File: src/rtl/muldiv_unit.sv
// ---------------------------------------------------------------------------
// muldiv_unit
//
// Iterative RV32M multiply/divide unit that sits in EX beside the ALU. It
// holds the front of the pipeline through stall_o while it works, then
// presents a registered result to the EX->MEM register with done_o.
// Multiply takes a fixed two cycles. Divide and remainder use a restoring
// radix-2 loop of XLEN iterations, so they finish at cycle XLEN+1. Divide
// by zero and signed overflow finish at cycle 1.
//
// Build option:
//   MULDIV_DIV_EN  When defined, the divider datapath and the DIV state are
//                  built. When undefined, funct3[2]=1 takes the two-cycle
//                  multiply path and returns 0.
//
// Ports:
//   clk        clock; all state changes on the rising edge
//   reset      synchronous, active-high reset
//   start_i    valid M-extension instruction in EX (level, held while stalled)
//   funct3_i   M-extension operation select
//   src_a_i    rs1 operand (already forwarded)
//   src_b_i    rs2 operand (already forwarded)
//   advance_i  EX->MEM register enabled this cycle
//   flush_i    instruction in EX is killed
//   stall_o    hold IF/ID/EX (combinational)
//   done_o     result_o is valid for the instruction in EX
//   result_o   registered 32-bit result
// ---------------------------------------------------------------------------
module muldiv_unit #(
   parameter int XLEN = 32
) (
   input  logic            clk,
   input  logic            reset,
   input  logic            start_i,
   input  logic [2:0]      funct3_i,
   input  logic [XLEN-1:0] src_a_i,
   input  logic [XLEN-1:0] src_b_i,
   input  logic            advance_i,
   input  logic            flush_i,
   output logic            stall_o,
   output logic            done_o,
   output logic [XLEN-1:0] result_o
);

`ifdef MULDIV_DIV_EN
   typedef enum logic [1:0] {IDLE, MUL, DIV, DONE} state_t;
`else
   typedef enum logic [1:0] {IDLE, MUL, DONE} state_t;
`endif

   state_t            state;
   logic [2:0]        funct3_q;
   logic [XLEN-1:0]   op_a;
   logic [XLEN-1:0]   op_b;
   logic              a_signed;
   logic              b_signed;
   logic [2*XLEN-1:0] a_ext;
   logic [2*XLEN-1:0] b_ext;
   logic [2*XLEN-1:0] product;
   logic [XLEN-1:0]   mul_result;

   // Multiply datapath. Both operands are widened to 2*XLEN and then
   // multiplied. Keeping only the low 2*XLEN bits of the product gives the
   // correct result for every signed/unsigned mix, because the arithmetic
   // is modulo 2^(2*XLEN). A divide opcode never reaches MUL in the
   // divider build. Without the divider, a divide opcode reaches MUL and
   // must return 0.
   always_comb begin
      a_signed   = (funct3_q[1:0] == 2'b01) || (funct3_q[1:0] == 2'b10);
      b_signed   = (funct3_q[1:0] == 2'b01);
      a_ext      = {{XLEN{a_signed & op_a[XLEN-1]}}, op_a};
      b_ext      = {{XLEN{b_signed & op_b[XLEN-1]}}, op_b};
      product    = a_ext * b_ext;
      mul_result = (funct3_q[1:0] == 2'b00) ? product[XLEN-1:0] : product[2*XLEN-1:XLEN];
      if (funct3_q[2]) begin
         mul_result = '0;
      end
   end

`ifdef MULDIV_DIV_EN
   localparam int            CW         = $clog2(XLEN + 1);
   localparam logic [CW-1:0] COUNT_INIT = CW'(XLEN);
   localparam logic [CW-1:0] COUNT_LAST = CW'(1);
   localparam logic [XLEN-1:0] MOST_NEG = {1'b1, {(XLEN-1){1'b0}}};

   logic [CW-1:0]   count;
   logic [XLEN-1:0] rem_q;
   logic            neg_q;
   logic            neg_r;
   logic            in_signed;
   logic            in_neg_a;
   logic            in_neg_b;
   logic            in_b_zero;
   logic            in_ovf;
   logic [XLEN-1:0] in_mag_a;
   logic [XLEN-1:0] in_mag_b;
   logic [XLEN-1:0] special_result;
   logic [XLEN:0]   rem_shift;
   logic [XLEN:0]   diff;
   logic            rem_ge;
   logic [XLEN-1:0] rem_next;
   logic [XLEN-1:0] quo_next;
   logic [XLEN-1:0] div_result;

   // Divide setup from the live operands while in IDLE. Signed ops divide
   // the magnitudes and apply the signs at the end. Divide by zero and
   // signed overflow are detected here so the loop can be skipped.
   always_comb begin
      in_signed = ~funct3_i[0];
      in_neg_a  = in_signed & src_a_i[XLEN-1];
      in_neg_b  = in_signed & src_b_i[XLEN-1];
      in_mag_a  = in_neg_a ? -src_a_i : src_a_i;
      in_mag_b  = in_neg_b ? -src_b_i : src_b_i;
      in_b_zero = (src_b_i == '0);
      in_ovf    = in_signed & (src_a_i == MOST_NEG) & (src_b_i == '1);
      if (in_b_zero) begin
         special_result = funct3_i[1] ? src_a_i : '1;
      end else begin
         special_result = funct3_i[1] ? '0 : MOST_NEG;
      end
   end

   // One restoring step per cycle. op_a doubles as the dividend shift
   // register: each cycle its MSB moves into the partial remainder and the
   // new quotient bit enters at its LSB. After XLEN steps op_a holds the
   // quotient. The partial remainder is widened by one bit so that the
   // borrow of the trial subtraction decides whether to restore.
   always_comb begin
      rem_shift  = {rem_q, op_a[XLEN-1]};
      diff       = rem_shift - {1'b0, op_b};
      rem_ge     = ~diff[XLEN];
      rem_next   = rem_ge ? diff[XLEN-1:0] : rem_shift[XLEN-1:0];
      quo_next   = {op_a[XLEN-2:0], rem_ge};
      div_result = funct3_q[1] ? (neg_r ? -rem_next : rem_next)
                               : (neg_q ? -quo_next : quo_next);
   end
`endif

   // The stall is removed once the result is ready. It is also removed when
   // the instruction is flushed, because nothing needs to wait for it.
   assign stall_o = start_i & ~done_o & ~flush_i & ~reset;

   // Control FSM with registered done_o/result_o. Reset wins over flush,
   // and flush wins over every other transition. A flush never touches
   // result_o.
   always_ff @(posedge clk) begin
      if (reset) begin
         state    <= IDLE;
         funct3_q <= '0;
         op_a     <= '0;
         op_b     <= '0;
         result_o <= '0;
         done_o   <= 1'b0;
`ifdef MULDIV_DIV_EN
         count    <= '0;
         rem_q    <= '0;
         neg_q    <= 1'b0;
         neg_r    <= 1'b0;
`endif
      end else if (flush_i) begin
         state  <= IDLE;
         done_o <= 1'b0;
      end else begin
         case (state)
            IDLE: begin
               if (start_i) begin
                  funct3_q <= funct3_i;
`ifdef MULDIV_DIV_EN
                  if (funct3_i[2]) begin
                     op_a  <= in_mag_a;
                     op_b  <= in_mag_b;
                     neg_q <= in_neg_a ^ in_neg_b;
                     neg_r <= in_neg_a;
                     rem_q <= '0;
                     count <= COUNT_INIT;
                     if (in_b_zero || in_ovf) begin
                        result_o <= special_result;
                        done_o   <= 1'b1;
                        state    <= DONE;
                     end else begin
                        state <= DIV;
                     end
                  end else begin
                     op_a  <= src_a_i;
                     op_b  <= src_b_i;
                     state <= MUL;
                  end
`else
                  op_a  <= src_a_i;
                  op_b  <= src_b_i;
                  state <= MUL;
`endif
               end
            end
            MUL: begin
               result_o <= mul_result;
               done_o   <= 1'b1;
               state    <= DONE;
            end
`ifdef MULDIV_DIV_EN
            DIV: begin
               op_a  <= quo_next;
               rem_q <= rem_next;
               count <= count - COUNT_LAST;
               if (count == COUNT_LAST) begin
                  result_o <= div_result;
                  done_o   <= 1'b1;
                  state    <= DONE;
               end
            end
`endif
            DONE: begin
               if (advance_i) begin
                  done_o <= 1'b0;
                  state  <= IDLE;
               end
            end
            default: begin
               state  <= IDLE;
               done_o <= 1'b0;
            end
         endcase
      end
   end

endmodule

File: config.mk
export PLATFORM = sky130hd
export DESIGN_NAME = muldiv_unit
export DESIGN_NICKNAME = d
export VERILOG_FILES = /design/src/rtl/muldiv_unit.sv
export SDC_FILE = /design/constraint.sdc
export NUM_CORES = 2
export LEC_CHECK = 0
export CAP_MARGIN = 15
export CORE_MARGIN = 3
export CORE_UTILIZATION = 40
export DETAILED_ROUTE_END_ITERATION = 6
export SYNTH_ARGS = -nofsm -noshare
export SYNTH_HDL_FRONTEND = slang
export SYNTH_SLANG_ARGS = --single-unit
File: constraint.sdc
create_clock -name clk -period 9.3 [get_ports clk]
set_clock_uncertainty 0.05 [all_clocks]
set_input_delay 1.86 -clock clk [delete_from_list [all_inputs] [get_ports clk]]
set_output_delay 1.86 -clock clk [all_outputs]
set_load 0.05 [all_outputs]
**After elaboration in Yosys (flattened, before gate mapping)**

Cells that the tools add are included.

- Bits in registers: 102
- Input port bits: 72
- Output and inout port bits: 34
- Logic and storage cells: 37

- $mul: 1
- Equal/unequal tests: 6
- Multiplexer cells: 7
- Bitwise logic cells: 9
- Reductions and logical operators: 8

Operators by type and width:

| kind | count |
|---|---|
| 33-bit by 33-bit multiplier with 64-bit output | 1 |
| 32-bit 2-to-1 mux | 2 |
| 2-bit case mux with 3 select lines | 1 |
| 2-bit AND reduction | 3 |
| 1-bit AND | 5 |
| 2-bit by 1-bit equality test with 1-bit output, second input constant | 2 |
| 2-bit equality test, second input constant | 2 |
| 2-bit logical NOT | 2 |
| 2-bit 2-to-1 mux | 2 |
| 2-bit inequality test, second input constant | 2 |
| 1-bit inverter | 4 |
| 1-bit case mux with 3 select lines | 1 |
| 3-bit AND reduction | 1 |
| 2-bit OR reduction | 1 |
| 1-bit logical OR | 1 |
| 1-bit 2-to-1 mux | 1 |

**Logic depth before layout (Yosys ltp)**

- Depth in word-level cells: 6
- Mapped depth: 32
- Depth with buffers taken out: 30

**Least setup slack after synthesis**

OpenSTA, ideal clock, no wires.

- Path type: reg-to-reg
- Start: register funct3_q[0]
- End: register result_o[30]
- Setup time: 134 ps
- Arrival: 8,101 ps
- Data required time: 9,116 ps
- Setup slack: 1,015 ps
- Stages on the path, launching flop included: 30
- Path buffers: 2
- Period minus slack after synthesis: 8,285 ps
- Cells stage by stage: dfxtp_1 -> inv_1 -> ha_1 -> and2_1 -> clkbuf_1 -> clkbuf_1 -> nand2_1 -> inv_1 -> fa_1 -> inv_1 -> fa_1 -> inv_1 -> fa_1 -> inv_1 -> fa_1 -> fa_1 -> fa_1 -> fa_1 -> fa_1 -> inv_1 -> ha_1 -> a21o_1 -> a21o_1 -> a21oi_1 -> o21ai_0 -> a21o_1 -> a21oi_1 -> o21ai_0 -> a222oi_1 -> o22ai_1

- Cells in the longest elaborated chain, start to end: 6
- Elaborated cells between the ends (all ways): 9
- Classes of those cells: mul: 1; eq/ne: 2; mux: 2; bitwise: 2; reduce/logical: 2

Ends and longest elaborated chain:

| what | line | text |
|---|---|---|
| start: declaration | 52 | `logic [2:0] funct3_q;` |
| start signal: assignment | 167 | `funct3_q <= funct3_i;` |
| 2-bit by 1-bit equality test with 1-bit output or 2-bit equality test (tied branches) | 69, 70 |  |
| 1-bit logical OR | 69 | `a_signed = (funct3_q[1:0] == 2'b01) \|\| (funct3_q[1:0] == 2'b10);` |
| 1-bit AND | 71 | `a_ext = {{XLEN{a_signed & op_a[XLEN-1]}}, op_a};` |
| 33-bit by 33-bit multiplier with 64-bit output | 73 | `product = a_ext * b_ext;` |
| 32-bit 2-to-1 mux * | 74 | `mul_result = (funct3_q[1:0] == 2'b00) ? product[XLEN-1:0] : product[2*XLEN-1:XLEN];` |
| 32-bit 2-to-1 mux * | 75 | `if (funct3_q[2]) begin` |
| end signal: assignment | 196 | `result_o <= mul_result;` |
| end: declaration | 42 | `output logic [XLEN-1:0] result_o` |

Mark *: on every way between the ends. The rest lies on a longest branch, timed or not.
A chain may end at the register's enable or synchronous reset.

**Final worst setup path**

- Start: register funct3_q[0]
- End: register result_o[14]

Same word-level chain as after synthesis.

==> results.md <==
* Vias in the first global route at 32900
* Grt met3 use at 2.26%
* Drt total wl at 118 mm
* Met2 Use GR at 39.1%
* Root buffer cell: clkbuf_16
* Outcome: finished, final reports clean
* Drc violations at 0
* Worst path required time at 9490 ps
* Detailed Place HPWL at 99.4 mm
* Vias at 30500
* CTS Buf Count at 9
* Hold path cells at 2
* Reg2reg setup slack at 340 ps
* Antenna Nets Post-Route at 0
* Reg clk slew, reported paths at 90 ps
* Die Span X at 329 um
* Die area at 108000 um2
* Simple-gate share of the synthesized area at 14.7%
* Setup TNS at 0 ps
* Post-layout min period at 8960 ps
* GR Util All Layers at 22.8%
* Placed instance area at 44300 um2
* Post-synthesis compound-gate area fraction at 4.95%
* #FFs+latches synth at 102
* NumNets Final at 6068
* Syn Std Cell Area at 41600 um2
* Fmax at 112 MHz
* Critical path class: flop to flop
* Core Util, Final at 43.5%
* Crit path max-delay family: adder cells
* WHS Endpoint: op_a[3]$_SDFFE_PP0P_
* Mean Syn Cell Area at 8.87 um2
* Antenna violations before repair at 6
* Routed WL per cell at 19.5 um
* Crit share post-route at 96.3%
* Setup Buffers After CTS at 0
* Most used cell, CP: fa_1
* Syn_nets at 6105
* Reg2reg start: funct3_q[0]$_SDFFE_PP0P_
* Xor/xnor share of the synthesized area at 1.56%
* Max-slew headroom at 24.5%
* Buf/Inv on CP at 6
* Vias/cell at 5.05
* Gr ovfl total at 0
* Post-synthesis mux area share at 0.0722%
* Global Route met1 Usage at 30.4%
* Critical Path Max Stage Delay at 620 ps
* Worst Max-Slew Pin Slew at 1130 ps
* Post-CTS sizing at 0
* IO buf count at 105
* Worst-path maximum fanout at 10
* Dpl ws at 530 ps
* Synth async-reset ratio at 0%
* 1st-iter DRT viols at 1960
* # Max-Cap Violations at 0
* Setup repair after global routing missed its margin: no
* DR pass1 iterations at 6
* Arr. time, crit path at 9140 ps
* Peak VDD IR at 0.0000690 V
* Fin. Hold Viols at 0
* Gate Count Post-Synth at 4694
* I/O Pins at 106
* CTS H-Tree Depth at 3
* Layer with the highest usage: met2
* Setup Viol. Count Final at 0
* Post-route cell area at 44600 um2
* Share of cells above drive strength 1 at 3.39%
* Worst hold path type: flop to flop
* Starting density of the core at 40.6%
* Layout area overhead at 7.20%
* Critical Path End Type: flop
* PnR worst setup slack at 342 ps
* FF-to-FF End: result_o[14]$_SDFFE_PP0P_
* Placer Congestion at 0.893
* CTS tree: built
* Static leakage at 20.9 nW
* Min-Delay Startpoint: op_a[3]$_SDFFE_PP0P_
* Unique masters post-synth at 62
* R2R depth at 27
* Hold_ws at 407 ps
* CP startpoint: funct3_q[0]$_SDFFE_PP0P_
* Power Density at 40.8 nW/um2
* Cts hold-fix bufs at 0
* Max-slew violation count at 0
* Sequential cell area fraction in the yosys report at 4.91%
* Largest net degree at the start of global routing at 74
* Critical path's slowest cell: fa_1
* Startpoint class of the critical path: flop
* Post-Synth Adder-Cell Area at 60.6%
* Clock Latency Late Sink at 400 ps
* Num rows at 117
* Sink Count at 102
* Global-route wire length before repair at 189 mm
* CTS Buffer Depth at 2
* Synthesis Warnings at 0
* Core area at 102000 um2
* Synth Flop Type: dfxtp_1
* Largest family of logic cells by synthesized area: adder cells
* Die Y at 329 um
* Post-synth EDFFs at 0
==> cells in the mapped netlist (all sizes together) (3+ instances only) <==
| library cell | count | area [um2] |
|---|---|---|
| inv | 1202 | 4510 |
| fa | 1125 | 22500 |
| nand2 | 947 | 3550 |
| and2 | 278 | 1740 |
| clkbuf | 266 | 998 |
| ha | 214 | 2680 |
| a21oi | 132 | 661 |
| dfxtp | 102 | 2040 |
| nor2 | 73 | 274 |
| xnor2 | 52 | 455 |
| o21ai | 47 | 235 |
| a21o | 29 | 218 |
| a22oi | 23 | 178 |
| xor2 | 22 | 193 |
| and3 | 19 | 119 |
| nand3 | 15 | 75.1 |
| o21bai | 14 | 109 |
| nor3 | 11 | 55.1 |
| or2 | 11 | 68.8 |
| nand4 | 10 | 62.6 |
| a31oi | 9 | 62.6 |
| o22ai | 9 | 56.3 |
| nand2b | 8 | 50.1 |
| o21a | 8 | 60.1 |
| a211oi | 6 | 45.0 |
| a222oi | 6 | 60.1 |
| nor2b | 6 | 37.5 |
| o2111ai | 4 | 35.0 |
| a22o | 3 | 26.3 |
| a41oi | 3 | 26.3 |
| mux2i | 3 | 30.0 |
| nor4 | 3 | 18.8 |
| o211ai | 3 | 36.3 |
| o31ai | 3 | 22.5 |
==> flip-flops by register name, indices dropped and copies added (netlist names) <==
register,cells
op_a,32
op_b,32
result_o,32
funct3_q,3
state,2
done_o,1
==> per-layer routing <==
| metal | part of all wire, % | up-vias |
|---|---|---|
| met2 | 50 | 851 |
| met5 | 0.011 | - |
| met1 | 42 | 16100 |
| li1 | - | 13300 |
| met4 | 3.7 | 2 |
| met3 | 4.9 | 178 |
==> per-stage QoR <==
stage               instances  power [mW]
floorplan                4694        1.03
global placement         6013        1.38
detailed placement       6014        1.38
CTS                      6030        1.83
global route             6031        1.93
finish                   6031        1.82
==> placed cells by master, fill, tap and decap left out, drive strengths merged, types with 10 or more instances in the layout <==
cell type      count
inv             1205
fa              1125
nand2            947
and2             278
ha               214
a21oi            132
buf              115
clkdlybuf4s50    104
dfxtp            102
nor2              73
xnor2             52
o21ai             47
a21o              29
a22oi             23
xor2              22
and3              19
nand3             15
o21bai            14
or2               11
nor3              11
nand4             10
clkbuf            10
==> report_power, final <==
group | internal [mW] | switching [mW] | total (mW) | leakage (nW)
logic | 0.304 | 0.565 | 0.868 | 19.9
registers | 0.452 | 0.0599 | 0.512 | 0.831
clock network | 0.221 | 0.219 | 0.440 | 0.154
total | 0.977 | 0.844 | 1.82 | 20.9
==> area by class of cell <==
cell class | instances | area [um2]
inverter | 1202 | 4510
clock buffer | 10 | 239
clock inverter | 6 | 73.8
antenna | 1 | 2.50
tap | 1368 | 1710
fill | 10300 | 57900
timing repair buffer | 219 | 1960
sequential | 102 | 2050
multi-input combinational | 3123 | 34100
==> cell families after synthesis <==
family,count (synthesis)
AOI/OAI and AO/OA,318
xor gates and xnor gates,74
adders and majority gates,1339
buffers and inverters,1469
DFF,102
muxes,3
and+or+nand+nor,1389
==> worst max path at each step <==
stage / slack (ps) / end / cells past startpoint
3_5_place_dp: 530 / result_o[14]$_SDFFE_PP0P_ / 27
5_1_grt: 100 / result_o[14]$_SDFFE_PP0P_ / 27
2_1_floorplan: 1020 / result_o[30]$_SDFFE_PP0P_ / 29
4_1_cts: 490 / result_o[14]$_SDFFE_PP0P_ / 27
3_3_place_gp: 670 / result_o[14]$_SDFFE_PP0P_ / 27
6_report: 340 / result_o[14]$_SDFFE_PP0P_ / 27
==> tightest hold or removal path, cell delays in order (launching register included) <==
cell and delay [ps]:
dfxtp_1 310, nand2_1 50, a21oi_1 50
(Power assumes the default switching activity.)
